## src/rtl/keypad_scan_entry.sv

```systemverilog
// ---------------------------------------------------------------------------
// keypad_scan_entry
//
// Scans a 4x4 active-low matrix keypad one column at a time, debounces a
// single key over whole scan frames, decodes it, and turns accepted keys
// into a decimal entry of up to four digits. The enter key commits the
// working value so a display driver can show it.
//
// Parameters:
//   SCAN_DIV       clock cycles each column is driven (>= 4)
//   DEBOUNCE_SCANS identical frames needed to accept a press or release (1..15)
//
// Ports:
//   clock_100Mhz     in   system clock
//   reset            in   synchronous, active-high reset
//   row_in[3:0]      in   keypad rows, active-low, asynchronous
//   col_out[3:0]     out  keypad columns, active-low, one low at a time
//   key_valid        out  one-cycle pulse on an accepted press
//   key_code[3:0]    out  code of the last accepted key
//   entry_value[13:0]     working value being typed (0..9999)
//   digit_count[2:0]      digits held in entry_value (0..4)
//   committed_value[13:0] value latched by the enter key
//   enter_pulse      out  one-cycle pulse when a commit happens
// ---------------------------------------------------------------------------
module keypad_scan_entry #(
    parameter int SCAN_DIV       = 100000,
    parameter int DEBOUNCE_SCANS = 4
) (
    input  logic        clock_100Mhz,
    input  logic        reset,
    input  logic [3:0]  row_in,
    output logic [3:0]  col_out,
    output logic        key_valid,
    output logic [3:0]  key_code,
    output logic [13:0] entry_value,
    output logic [2:0]  digit_count,
    output logic [13:0] committed_value,
    output logic        enter_pulse
);

    localparam int              DIV_W     = (SCAN_DIV > 1) ? $clog2(SCAN_DIV) : 1;
    localparam logic [DIV_W-1:0] DIV_LAST = DIV_W'(SCAN_DIV - 1);
    localparam logic [3:0]      DB_TARGET = 4'(DEBOUNCE_SCANS);

    typedef enum logic [1:0] {
        IDLE     = 2'd0,
        DEBOUNCE = 2'd1,
        HELD     = 2'd2,
        RELEASE  = 2'd3
    } state_t;

    // Decode a (row, column) intersection into the key code.
    function automatic logic [3:0] key_lookup(input logic [1:0] row, input logic [1:0] col);
        logic [3:0] code;
        case ({row, col})
            4'h0: code = 4'd1;
            4'h1: code = 4'd2;
            4'h2: code = 4'd3;
            4'h3: code = 4'd10;
            4'h4: code = 4'd4;
            4'h5: code = 4'd5;
            4'h6: code = 4'd6;
            4'h7: code = 4'd11;
            4'h8: code = 4'd7;
            4'h9: code = 4'd8;
            4'hA: code = 4'd9;
            4'hB: code = 4'd12;
            4'hC: code = 4'd14;
            4'hD: code = 4'd0;
            4'hE: code = 4'd15;
            4'hF: code = 4'd13;
            default: code = 4'd0;
        endcase
        return code;
    endfunction

    // Number of asserted bits in a 4-bit vector.
    function automatic logic [2:0] count_ones(input logic [3:0] v);
        return {2'b00, v[0]} + {2'b00, v[1]} + {2'b00, v[2]} + {2'b00, v[3]};
    endfunction

    // Index of the lowest asserted bit (only meaningful when exactly one is set).
    function automatic logic [1:0] first_set(input logic [3:0] v);
        logic [1:0] idx;
        casez (v)
            4'b???1: idx = 2'd0;
            4'b??10: idx = 2'd1;
            4'b?100: idx = 2'd2;
            4'b1000: idx = 2'd3;
            default: idx = 2'd0;
        endcase
        return idx;
    endfunction

    logic [3:0]       row_meta_r;
    logic [3:0]       row_sync_r;
    logic [DIV_W-1:0] div_r;
    logic [1:0]       col_r;
    logic [3:0]       col_out_r;
    logic [1:0]       acc_hits_r;   // 0 = none, 1 = single, 2 = multiple so far this frame
    logic [3:0]       acc_code_r;
    state_t           state_r;
    logic [3:0]       cand_r;
    logic [3:0]       cnt_r;
    logic             key_valid_r;
    logic [3:0]       key_code_r;
    logic [13:0]      entry_value_r;
    logic [2:0]       digit_count_r;
    logic [13:0]      committed_value_r;
    logic             enter_pulse_r;

    logic       sample_s;
    logic       frame_end_s;
    logic [1:0] col_next_s;
    logic [3:0] col_low_s;
    logic [2:0] col_hits_s;
    logic [3:0] col_code_s;
    logic [1:0] merged_hits_s;
    logic [3:0] merged_code_s;
    logic       frame_none_s;
    logic       frame_single_s;
    state_t     state_n;
    logic [3:0] cand_n;
    logic [3:0] cnt_n;
    logic [3:0] cnt_inc_s;
    logic       accept_s;

    // Two-flop synchronizer for the asynchronous row inputs (idle rows read high).
    always_ff @(posedge clock_100Mhz) begin
        if (reset) begin
            row_meta_r <= 4'b1111;
            row_sync_r <= 4'b1111;
        end else begin
            row_meta_r <= row_in;
            row_sync_r <= row_meta_r;
        end
    end

    // Column divider and active-low column drive.
    always_ff @(posedge clock_100Mhz) begin
        if (reset) begin
            div_r     <= '0;
            col_r     <= 2'd0;
            col_out_r <= 4'b1110;
        end else if (div_r == DIV_LAST) begin
            div_r     <= '0;
            col_r     <= col_next_s;
            col_out_r <= ~(4'b0001 << col_next_s);
        end else begin
            div_r <= div_r + DIV_W'(1);
        end
    end

    // Per-column sampling and merge into a running frame classification.
    always_comb begin
        sample_s      = (div_r == DIV_LAST);
        frame_end_s   = sample_s && (col_r == 2'd3);
        col_next_s    = col_r + 2'd1;
        col_low_s     = ~row_sync_r;
        col_hits_s    = count_ones(col_low_s);
        col_code_s    = key_lookup(first_set(col_low_s), col_r);
        merged_hits_s = acc_hits_r;
        merged_code_s = acc_code_r;
        if (acc_hits_r == 2'd0) begin
            merged_hits_s = (col_hits_s >= 3'd2) ? 2'd2 : col_hits_s[1:0];
            merged_code_s = col_code_s;
        end else if (acc_hits_r == 2'd1) begin
            merged_hits_s = (col_hits_s == 3'd0) ? 2'd1 : 2'd2;
            merged_code_s = acc_code_r;
        end else begin
            merged_hits_s = 2'd2;
            merged_code_s = acc_code_r;
        end
        frame_none_s   = (merged_hits_s == 2'd0);
        frame_single_s = (merged_hits_s == 2'd1);
    end

    // Frame accumulator: cleared at the end of column 3 after being consumed.
    always_ff @(posedge clock_100Mhz) begin
        if (reset) begin
            acc_hits_r <= 2'd0;
            acc_code_r <= 4'd0;
        end else if (frame_end_s) begin
            acc_hits_r <= 2'd0;
            acc_code_r <= 4'd0;
        end else if (sample_s) begin
            acc_hits_r <= merged_hits_s;
            acc_code_r <= merged_code_s;
        end else begin
            acc_hits_r <= acc_hits_r;
            acc_code_r <= acc_code_r;
        end
    end

    // Debounce FSM state register.
    always_ff @(posedge clock_100Mhz) begin
        if (reset) begin
            state_r <= IDLE;
            cand_r  <= 4'd0;
            cnt_r   <= 4'd0;
        end else begin
            state_r <= state_n;
            cand_r  <= cand_n;
            cnt_r   <= cnt_n;
        end
    end

    // Debounce FSM next state; MULTI frames count as neither single nor none.
    always_comb begin
        state_n   = state_r;
        cand_n    = cand_r;
        cnt_n     = cnt_r;
        accept_s  = 1'b0;
        cnt_inc_s = cnt_r + 4'd1;
        if (frame_end_s) begin
            case (state_r)
                IDLE: begin
                    if (frame_single_s) begin
                        cand_n = merged_code_s;
                        cnt_n  = 4'd1;
                        if (DB_TARGET <= 4'd1) begin
                            state_n  = HELD;
                            accept_s = 1'b1;
                        end else begin
                            state_n = DEBOUNCE;
                        end
                    end else begin
                        state_n = IDLE;
                    end
                end
                DEBOUNCE: begin
                    if (frame_single_s && (merged_code_s == cand_r)) begin
                        cnt_n = cnt_inc_s;
                        if (cnt_inc_s >= DB_TARGET) begin
                            state_n  = HELD;
                            accept_s = 1'b1;
                        end else begin
                            state_n = DEBOUNCE;
                        end
                    end else if (frame_single_s) begin
                        cand_n  = merged_code_s;
                        cnt_n   = 4'd1;
                        state_n = DEBOUNCE;
                    end else begin
                        state_n = IDLE;
                    end
                end
                HELD: begin
                    if (frame_none_s) begin
                        cnt_n   = 4'd1;
                        state_n = (DB_TARGET <= 4'd1) ? IDLE : RELEASE;
                    end else begin
                        state_n = HELD;
                    end
                end
                RELEASE: begin
                    if (frame_none_s) begin
                        cnt_n   = cnt_inc_s;
                        state_n = (cnt_inc_s >= DB_TARGET) ? IDLE : RELEASE;
                    end else begin
                        state_n = HELD;
                    end
                end
                default: begin
                    state_n = IDLE;
                    cnt_n   = 4'd0;
                end
            endcase
        end else begin
            state_n = state_r;
        end
    end

    // Accepted-key actions: digit entry, backspace, clear and commit.
    always_ff @(posedge clock_100Mhz) begin
        if (reset) begin
            key_valid_r       <= 1'b0;
            key_code_r        <= 4'd0;
            entry_value_r     <= 14'd0;
            digit_count_r     <= 3'd0;
            committed_value_r <= 14'd0;
            enter_pulse_r     <= 1'b0;
        end else begin
            key_valid_r   <= accept_s;
            enter_pulse_r <= 1'b0;
            if (accept_s) begin
                key_code_r <= merged_code_s;
                case (merged_code_s)
                    4'd0, 4'd1, 4'd2, 4'd3, 4'd4,
                    4'd5, 4'd6, 4'd7, 4'd8, 4'd9: begin
                        if (digit_count_r < 3'd4) begin
                            entry_value_r <= entry_value_r * 14'd10 + {10'd0, merged_code_s};
                            digit_count_r <= digit_count_r + 3'd1;
                        end
                    end
                    4'd12: begin
                        if (digit_count_r > 3'd0) begin
                            entry_value_r <= entry_value_r / 14'd10;
                            digit_count_r <= digit_count_r - 3'd1;
                        end
                    end
                    4'd14: begin
                        entry_value_r <= 14'd0;
                        digit_count_r <= 3'd0;
                    end
                    4'd15: begin
                        committed_value_r <= entry_value_r;
                        enter_pulse_r     <= 1'b1;
                        entry_value_r     <= 14'd0;
                        digit_count_r     <= 3'd0;
                    end
                    default: begin
                        entry_value_r <= entry_value_r;
                    end
                endcase
            end
        end
    end

    assign col_out         = col_out_r;
    assign key_valid       = key_valid_r;
    assign key_code        = key_code_r;
    assign entry_value     = entry_value_r;
    assign digit_count     = digit_count_r;
    assign committed_value = committed_value_r;
    assign enter_pulse     = enter_pulse_r;

endmodule

```

## config.mk

```make
export PLATFORM = sky130hd
export DESIGN_NAME = keypad_scan_entry
export DESIGN_NICKNAME = d
export VERILOG_FILES = /design/src/rtl/keypad_scan_entry.sv
export SDC_FILE = /design/constraint.sdc
export NUM_CORES = 1
export LEC_CHECK = 0
export ABC_AREA = 0
export BUFFER_PORTS_ARGS = -buffer_cell sky130_fd_sc_hd__buf_4
export CAP_MARGIN = 20
export CORE_MARGIN = 1.5
export CORE_UTILIZATION = 60
export CTS_CLUSTER_DIAMETER = 40
export DETAILED_ROUTE_END_ITERATION = 12
export PLACE_DENSITY_LB_ADDON = 0.05
export SYNTH_ARGS = -nofsm -noshare
export SYNTH_HDL_FRONTEND = slang
export SYNTH_SLANG_ARGS = --single-unit
```

## constraint.sdc

```tcl
create_clock -name clock_100Mhz -period 7.66 [get_ports clock_100Mhz]
set_input_delay 1.532 -clock clock_100Mhz [delete_from_list [all_inputs] [get_ports clock_100Mhz]]
set_output_delay 1.532 -clock clock_100Mhz [all_outputs]
set_load 0.01 [all_outputs]
```

==> results of run 1 <==
## metrics by stage
stage / cells / total power [W]
finish: 977 / 0.000799
global route: 977 / 0.000829
CTS: 977 / 0.000805
detailed placement: 961 / 0.000492
global placement: 961 / 0.000491
floorplan: 820 / 0.000482
## layout make-up
type | count | area share [%]
Multi-Input combinational cell | 651 | 63.0
Sequential cell | 84 | 24.1
Timing Repair Buffer | 54 | 5.81
Tap cell | 136 | 2.44
Inverter | 36 | 1.94
Clock buffer | 10 | 1.83
Clock inverter | 6 | 0.932
## power by group through the flow
stage | registers (W) | clock network (W) | logic [W]
6_report | 0.000442 | 0.000316 | 0.0000409
5_1_grt | 0.000442 | 0.000340 | 0.0000463
4_1_cts | 0.000442 | 0.000322 | 0.0000404
3_5_place_dp | 0.000452 | 0 | 0.0000400
3_3_place_gp | 0.000452 | 0 | 0.0000389
2_1_floorplan | 0.000452 | 0 | 0.0000301
## state kept, by name, indices dropped and copies added (netlist names)
register	cells
col_r	2
entry_value	14
acc_code_r	4
key_valid	1
enter_pulse	1
key_code	4
acc_hits_r	2
state_r	2
committed_value	14
row_meta_r	4
cand_r	4
digit_count	3
row_sync_r	4
div_r	17
cnt_r	4
col_out	4
## cell usage in the layout, fill, tap and decap left out, types with 12 or more instances in the layout
cell      count
a211oi_1     13
a21oi_1      58
a31oi_1      14
buf_4        54
dfxtp_1      84
ha_1         36
inv_1        33
mux2i_1      33
nand2_1      65
nand3_1      13
nor2_1      102
nor3_1       26
o21ai_0      34
o22ai_1      12
xnor2_1      25
xor2_1       19
## Yosys cell counts (all sizes together) (9+ instances only)
cell      n  share of area, %
xnor2    26               3.6
clkbuf   28               1.6
nor3     27               2.2
and3      9              0.87
a211oi   15               1.9
ha       36               7.0
a21oi    58               4.5
nand3    13               1.0
mux2i    33               5.1
o22ai    12               1.2
dfxtp    84                26
nand2    65               3.8
buf      21               2.2
o211ai   10               1.2
or2      10              0.97
a31oi    14               1.4
inv      34               2.0
nand2b    9              0.87
o21ai    34               2.6
nor2    103               6.0
xor2     19               2.6
## routing by layer
layer	routed length [um]	part of all wire [%]
met5	0	0
met1	7320	45
met2	7340	46
met4	216	1.3
met3	1240	7.7
## final timing paths
check / to / slack [ns]
setup reg to reg: entry_value[0]$_SDFFE_PP0P_ / 2.85
hold reg to reg: row_sync_r[1]$_SDFF_PP1_ / 0.42
hold / removal: row_sync_r[1]$_SDFF_PP1_ / 0.42
setup / recovery: entry_value[0]$_SDFFE_PP0P_ / 2.85
## critical path: cells and delay by family, from the launching register on
family / cells / cell delay, ns
AO/OA/AOI/OAI: 8 / 2.03
AND/OR/NAND/NOR: 4 / 1.85
flip-flops: 1 / 0.79
## kinds of logic after synthesis
group / Yosys count / share of synthesized area, %
XOR/XNOR: 45 / 6.21
flip-flops: 84 / 26.0
adder cells (fa/ha/maj): 40 / 8.21
AND/OR/NAND/NOR: 312 / 24.5
multiplexers: 35 / 5.46
AO/OA/AOI/OAI: 219 / 23.7
buffers and inverters: 85 / 5.92
==> impl_results.md, run 1 <==
* Outcome: completed
* Cell internal pwr at 0.000605 W
* DR WL/cell at 16.5 um
* Synthesized area per cell at 7.88 sq um
* Setup TNS at 0 ns
* Critical path class: reg -> reg
* Final slew viol count at 0
* Final Hold Viols at 0
* CP Launch Point: entry_value[13]$_SDFFE_PP0P_
* Root buffer cell: clkbuf_8
* Ys async rst share at 0%
* Placed cell area at 6790 sq um
* Total setup buffers inserted after CTS at 0
* RD Place Congestion at 0.964
* Met2 global-route usage at 45.2%
* Mapped Nets at 866
* H-tree Lvls at 3
* YS warnings at 0
* Core area at 10400 sq um
* Initial antenna violation count at 0
* Fin Hold WS at 0.419 ns
* Global Route Usage Sum at 28.7%
* Startpoint Class: flip-flop
* Share of layout cells above drive strength 1 at 12.7%
* Crit-path most repeated cell: o21ai_0
* Seq pwr share at 55.3%
* Max cap viols at 0
* Global-route wire length before repair at 26.9 mm
* RSZ-0062 raised after global routing: no
* Drt drc at 0
* Slowest-stage cell, CP: dfxtp_1
* Maximum clock frequency at 0.208 GHz
* Crit path DAT at 5.04 ns
* Design Area, Final at 6980 sq um
* Gr busiest metal: met2
* Multi-input gate area at 4400 sq um
* Hold_sp: row_meta_r[1]$_SDFF_PP1_
* Critical-path cell list: nor2b_1, o21ai_0, nand4_1, o2111ai_1, nor3_2, o21ai_0, a221oi_2, a21o_1, a21boi_4, or4_4, a2111oi_2, a211oi_2
* Netlist Area Pre-Place at 6460 sq um
* Slowest cell delay on critical path at 0.79 ns
* Post-Synthesis Cells at 820
* Clock Pin Slew Worst Setup and Hold Paths at 0.09 ns
* P_sw at 0.000194 W
* DP Worst Slack at 2.85 ns
* Ant diodes at 0
* Clock skew at 0.00891 ns
* Max-slew headroom at 29.6%
* Final Setup Violations at 0
* Pleak at 2.81 nW
* Hold Crit Class: reg -> reg
* Routed Antenna Nets at 0
* Worst-case clock buffer depth at 2
* GRT overflow at 0
* Ports at 47
* DPL Wire Length at 11.5 mm
* Net Sw Frac at 24.3%
* Combinational share of power at 5.1%
* Sequential-to-total area share from yosys stat at 26.0%
* Number of synthesized register bits at 84
* Tmin final at 4.81 ns
* Sink Count at 84
* Reg area at 1680 sq um
* DR vias at 6144
* Worst EP required at 7.89 ns
* Core Util, Final at 67.3%
* PortBufs at 46
* Number of enable flip-flop cells after synthesis at 0
* Worst r2r path cells at 12
* # rows at 37
* Die height at 107 um
* Pre-antenna DRT Iters at 5
* Primary FF master, synth: dfxtp_1
* Layout overhead on the synthesized area at 8.05%
* Largest net degree at the start of global routing at 71
* Worst-Skew Late Latency at 0.36 ns
* Layout fillers at 918
* Worst Tran Pin Value at 1.05 ns
* Pwr Density at 114 nW/um^2
* Worst Hold Depth at 1
* Met3 usage at 5.71%
* WL final at 16.1 mm
* Worst vdd ir at 0.0826 mV
* Yosys cell types at 87
* Setup crit end kind: flip-flop
* Worst setup margin at 2.85 ns
* Via density at 6.29
* CTS tree: yes
* Die width at 107 um
* CTS buffer count at 9
* Number of DRC markers in iteration 0 at 463
* Power share of the clock group at 39.6%
* CTS Hold Buffers Added at 0
* Initial Utilization at 62.3%
* Maximum fanout along the worst path at 23
* Die area at 11400 sq um
* Global-route met1 utilization at 40.0%
* Number of global-route vias before repair at 5548
* Final Net Count at 882
* Post-cts repair resize count at 0
* RR Startpoint: entry_value[13]$_SDFFE_PP0P_
* Final period utilization at 62.8%
No activity file was read; power rests on OpenSTA's default activity.
==> run 2: changes to the inputs <==
- clock period: 7.66 -> 4.8 ns (I/O delays scaled with it)
==> impl_results.md, run 2 (synthesized netlist as in run 1, its figures left out) <==
* Outcome: completed
* Hold Crit Class: reg -> reg
* Largest register FFs at 17 (unchanged)
* Fin Hold WS at 0.418 ns (-0.00163 ns)
* Setup TNS at 0 ns (unchanged)
* Via density at 6.33 (+0.72%)
* Startpoint Class: flip-flop
* Root buffer cell: clkbuf_8
* Crit path DAT at 4.85 ns (-0.19 ns)
* Post-cts repair resize count at 0 (unchanged)
* RSZ-0062 raised after global routing: no
* Maximum fanout along the worst path at 5 (-78%)
* Final Hold Viols at 0 (unchanged)
* Drt drc at 0 (unchanged)
* Ports at 47 (unchanged)
* Worst EP required at 5.09 ns (-2.80 ns)
* Final slew viol count at 0 (unchanged)
* Commonest non-fill, non-tap cell in the layout: nor2_1
* Layout overhead on the synthesized area at 10.8%
* Most frequent cells in the layout: nor2_1 (102), dfxtp_1 (83), buf_4 (74)
* Pre-antenna DRT Iters at 5 (unchanged)
* Maximum clock frequency at 0.219 GHz (+5.5%)
* Global Route Usage Sum at 31.3% (+2.6 points)
* H-tree Lvls at 3 (unchanged)
* Pwr Density at 185 nW/um^2 (+62%)
* Worst Tran Pin Value at 0.730 ns (-0.321 ns)
* Core area at 10400 sq um (unchanged)
* Worst-case clock buffer depth at 2 (unchanged)
* Final Net Count at 902 (+2.3%)
* # rows at 37 (unchanged)
* Critical path class: reg -> reg
* WL final at 17.7 mm (+9.5%)
* Clock Pin Slew Worst Setup and Hold Paths at 0.09 ns (about the same)
* Routed Antenna Nets at 0 (unchanged)
* Layout fillers at 833 (-9.3%)
* Final Setup Violations at 0 (unchanged)
* Max-slew headroom at 51.2% (+22 points)
* Clock skew at 0.0154 ns (+0.00654 ns)
* DR WL/cell at 17.7 um (+7.3%)
* CTS Hold Buffers Added at 0 (unchanged)
* DR vias at 6315 (+2.8%)
* RD Place Congestion at 0.939 (-2.6%)
* Number of global-route vias before repair at 5992 (+8.0%)
* Die height at 107 um (unchanged)
* Total setup buffers inserted after CTS at 0 (unchanged)
* Critical-path cell list: ha_1, and3b_1, or2_2, and3_1, o41ai_2, ha_1, fa_1, a21o_1, nand2_1, nor3b_1, and3_1, nand3_1, nor4b_1, xnor2_1, xnor2_1, or3_1, a21oi_1
* Slowest-stage cell, CP: o41ai_2
* Initial Utilization at 62.3% (unchanged)
* CTS buffer count at 9 (unchanged)
* Largest net degree at the start of global routing at 71 (unchanged)
* Ant diodes at 0 (unchanged)
* GRT overflow at 0 (unchanged)
* Worst vdd ir at 0.171 mV (+110%)
* Pleak at 2.93 nW (+4.3%)
* Global-route wire length before repair at 29.0 mm (+7.6%)
* Slowest cell delay on critical path at 0.49 ns (-0.30 ns)
* DPL Wire Length at 13.1 mm (+14%)
* Die width at 107 um (unchanged)
* Max cap viols at 0 (unchanged)
* CTS tree: yes
* Largest register by flop count: div_r
* Number of DRC markers in iteration 0 at 341 (-26%)
* Initial antenna violation count at 0 (unchanged)
* PortBufs at 46 (unchanged)
* Die area at 11400 sq um (unchanged)
* Setup crit end kind: flip-flop
* Tmin final at 4.56 ns (-0.251 ns)
* Worst-Skew Late Latency at 0.37 ns (about the same)
* Share of layout cells above drive strength 1 at 15.1% (+2.4 points)
* Final period utilization at 95.0% (+32 points)
* Sink Count at 84 (unchanged)
==> run 2: worst max-delay path, delay by kind of cell (launching register included) <==
kind	cells	cell delay, ns
and+or+nand+nor	9	2.30
AOI/OAI and AO/OA	3	0.77
adders and majority gates	3	0.76
DFF	1	0.36
xor gates and xnor gates	2	0.30
==> run 2: layer usage <==
| metal | up-vias | GRT usage, % | share of wire (%) |
|---|---|---|---|
| li1 | 3058 | - | - |
| met1 | 2985 | 41.5 | 44 |
| met2 | 236 | 52.1 | 48 |
| met3 | 36 | 4.86 | 5.8 |
| met4 | 0 | 10.4 | 2.2 |
| met5 | - | 0 | 0 |
==> run 2: power by group <==
group          internal [W]  switching, W
Clock              0.000266      0.000284
Combinational     0.0000251     0.0000446
Sequential         0.000701    0.00000405
==> run 2: stage by stage <==
stage	util (%)	setup WS (ns)	area, sq um	total power, W	std cells
2_1_floorplan	-	0.642	6460	0.000769	820
3_5_place_dp	66.9	0.245	6940	0.000789	981
3_3_place_gp	66.9	0.220	6940	0.000785	981
4_1_cts	69.0	0.245	7160	0.00133	997
6_report	69.1	0.241	7160	0.00132	997
5_1_grt	69.1	0.0455	7160	0.00137	997
==> run 2: area by class of cell <==
cell class	instances	area (sq um)	share of cell area, %
Tap cell	136	170	2.38
Timing Repair Buffer	74	556	7.76
Clock buffer	10	138	1.92
Inverter	36	135	1.89
Sequential cell	84	1680	23.5
Clock inverter	6	78.8	1.10
Multi-Input combinational cell	651	4400	61.5
==> run 2: worst paths after layout <==
kind / startpoint / endpoint / slack [ns] / cells after the start
worst max-delay path: row_sync_r[0]$_SDFF_PP1_ / entry_value[13]$_SDFFE_PP0P_ / 0.24 / 17
worst min-delay path: row_meta_r[3]$_SDFF_PP1_ / row_sync_r[3]$_SDFF_PP1_ / 0.42 / 1
worst max register to register: row_sync_r[0]$_SDFF_PP1_ / entry_value[13]$_SDFFE_PP0P_ / 0.24 / 17
worst min register to register: row_meta_r[3]$_SDFF_PP1_ / row_sync_r[3]$_SDFF_PP1_ / 0.42 / 1
==> run 3: changes to the inputs <==
- CTS_CLUSTER_DIAMETER: 40 -> unset
- RECOVER_POWER: unset -> 50
==> impl_results.md, run 3 (synthesized netlist as in run 1, its figures left out) <==
* Outcome: completed
* Worst vdd ir at 0.171 mV (about the same)
* Drt drc at 0 (unchanged)
* Largest register by flop count: div_r
* Max-slew headroom at 40.8% (-10 points)
* Ant diodes at 0 (unchanged)
* Global Route Usage Sum at 31.3% (unchanged)
* Most frequent cells in the layout: nor2_1 (102), dfxtp_1 (83), nand2_1 (65)
* Via density at 6.36 (+0.43%)
* Ports at 47 (unchanged)
* Global-route wire length before repair at 29.0 mm (unchanged)
* RSZ-0062 raised after global routing: no
* Tmin final at 4.57 ns (+0.0130 ns)
* Final period utilization at 95.3% (+0.27 points)
* Clock Pin Slew Worst Setup and Hold Paths at 0.09 ns (about the same)
* Initial antenna violation count at 0 (unchanged)
* Net Sw Frac at 25.0% (-0.11 points)
* Number of global-route vias before repair at 5992 (unchanged)
* CTS buffer count at 9 (unchanged)
* Core Util, Final at 67.6% (-1.5 points)
* Final Setup Violations at 0 (unchanged)
* Fin Hold WS at 0.417 ns (-0.00111 ns)
* Layout overhead on the synthesized area at 8.42%
* Maximum clock frequency at 0.219 GHz (-0.28%)
* Final slew viol count at 0 (unchanged)
* DR WL/cell at 17.8 um (+0.51%)
* Power share of the clock group at 41.4% (about the same)
* WL final at 17.7 mm (+0.51%)
* Die height at 107 um (unchanged)
* Cell internal pwr at 0.000992 W (about the same)
* Worst-Skew Late Latency at 0.37 ns (about the same)
* Pwr Density at 189 nW/um^2 (+2.1%)
* P_sw at 0.000331 W (-0.56%)
* CTS tree: yes
* Pleak at 2.76 nW (-5.8%)
* # rows at 37 (unchanged)
* Max cap viols at 0 (unchanged)
* Worst Tran Pin Value at 0.888 ns (+0.158 ns)
* Hold Crit Class: reg -> reg
* Initial Utilization at 62.3% (unchanged)
* Clock skew at 0.0157 ns (+0.000287 ns)
* Worst-case clock buffer depth at 2 (unchanged)
* Largest net degree at the start of global routing at 71 (unchanged)
* Die width at 107 um (unchanged)
* Final Net Count at 902 (unchanged)
* RD Place Congestion at 0.939 (unchanged)
* Routed Antenna Nets at 0 (unchanged)
* Pre-antenna DRT Iters at 7 (+2)
* Worst EP required at 5.09 ns (about the same)
* Commonest non-fill, non-tap cell in the layout: nor2_1
* Startpoint Class: flip-flop
* Share of layout cells above drive strength 1 at 10.3% (-4.8 points)
* Combinational share of power at 5.3% (about the same)
* Largest register FFs at 17 (unchanged)
* Root buffer cell: clkbuf_8
* Maximum fanout along the worst path at 5 (unchanged)
* Sink Count at 84 (unchanged)
* Core area at 10400 sq um (unchanged)
* Number of DRC markers in iteration 0 at 344 (+0.88%)
* H-tree Lvls at 3 (unchanged)
* GRT overflow at 0 (unchanged)
* Final Hold Viols at 0 (unchanged)
* DPL Wire Length at 13.1 mm (unchanged)
* Setup crit end kind: flip-flop
* Setup TNS at 0 ns (unchanged)
* DR vias at 6342 (+0.43%)
* Critical path class: reg -> reg
* Seq pwr share at 53.3% (about the same)
* PortBufs at 46 (unchanged)
* Crit path DAT at 4.86 ns (about the same)
* Die area at 11400 sq um (unchanged)
-- run 3: changes by cell type in the layout (fill, tap and decap cells not counted) --
cell,change
buf_4,-41
clkbuf_1,+41
-- run 3: path summary, 6_finish.rpt --
path,start,to,slack (ns),cells after the start
worst max-delay path,row_sync_r[0]$_SDFF_PP1_,entry_value[13]$_SDFFE_PP0P_,0.23,17
worst min-delay path,row_meta_r[3]$_SDFF_PP1_,row_sync_r[3]$_SDFF_PP1_,0.42,1
worst max register to register,row_sync_r[0]$_SDFF_PP1_,entry_value[13]$_SDFFE_PP0P_,0.23,17
worst min register to register,row_meta_r[3]$_SDFF_PP1_,row_sync_r[3]$_SDFF_PP1_,0.42,1
-- run 3: area by class of cell --
class | instances | area, sq um
Multi-Input combinational cell | 651 | 4400
Fill cell | 876 | 3360
Sequential cell | 84 | 1680
Timing Repair Buffer | 74 | 402
Tap cell | 136 | 170
Clock buffer | 10 | 138
Inverter | 36 | 135
Clock inverter | 6 | 78.8
-- run 3: layer usage --
metal | part of all wire, % | global-route usage [%] | wire length, um | vias up
met5 | 0 | 0 | 0 | -
li1 | - | - | - | 3056
met1 | 44 | 41.5 | 7880 | 2999
met4 | 2.0 | 10.4 | 362 | 0
met2 | 47 | 52.1 | 8400 | 251
met3 | 6.2 | 4.86 | 1100 | 36
-- run 3: power by group through the flow --
stage	combinational [W]	clock (W)	sequential (W)
global placement	0.0000637	0	0.000721
global route	0.0000766	0.000583	0.000706
finish	0.0000696	0.000548	0.000705
floorplan	0.0000480	0	0.000721
detailed placement	0.0000675	0	0.000722
CTS	0.0000678	0.000556	0.000706
-- run 3: per-stage QoR --
stage	std cells	power (W)	worst slack, ns	cell area, sq um
final	997	0.00132	0.228	7010
after global routing	997	0.00137	0.0355	7010
after CTS	997	0.00133	0.245	7160
after detailed placement	981	0.000789	0.245	6940
after global placement	981	0.000785	0.220	6940
after floorplan	820	0.000769	0.642	6460
-- run 3: worst max-delay path, cell delays in order (launching register included) --
cell and delay (ns):
dfxtp_1 0.36, ha_1 0.24, and3b_1 0.22, or2_2 0.32, and3_1 0.17, o41ai_2 0.50
ha_1 0.30, fa_1 0.22, a21o_1 0.12, nand2_1 0.09, nor3b_1 0.33, and3_1 0.26
nand3_1 0.13, nor4b_1 0.46, xnor2_1 0.16, xnor2_1 0.14, or3_1 0.34, a21oi_1 0.15
-- run 3: what timing repair did --
action | in CTS | in global routing
hold buffers | 0 | 0
setup endpoints to repair | 0 | 3
resized for setup | 0 | 3
buffers inserted | 0 | 0
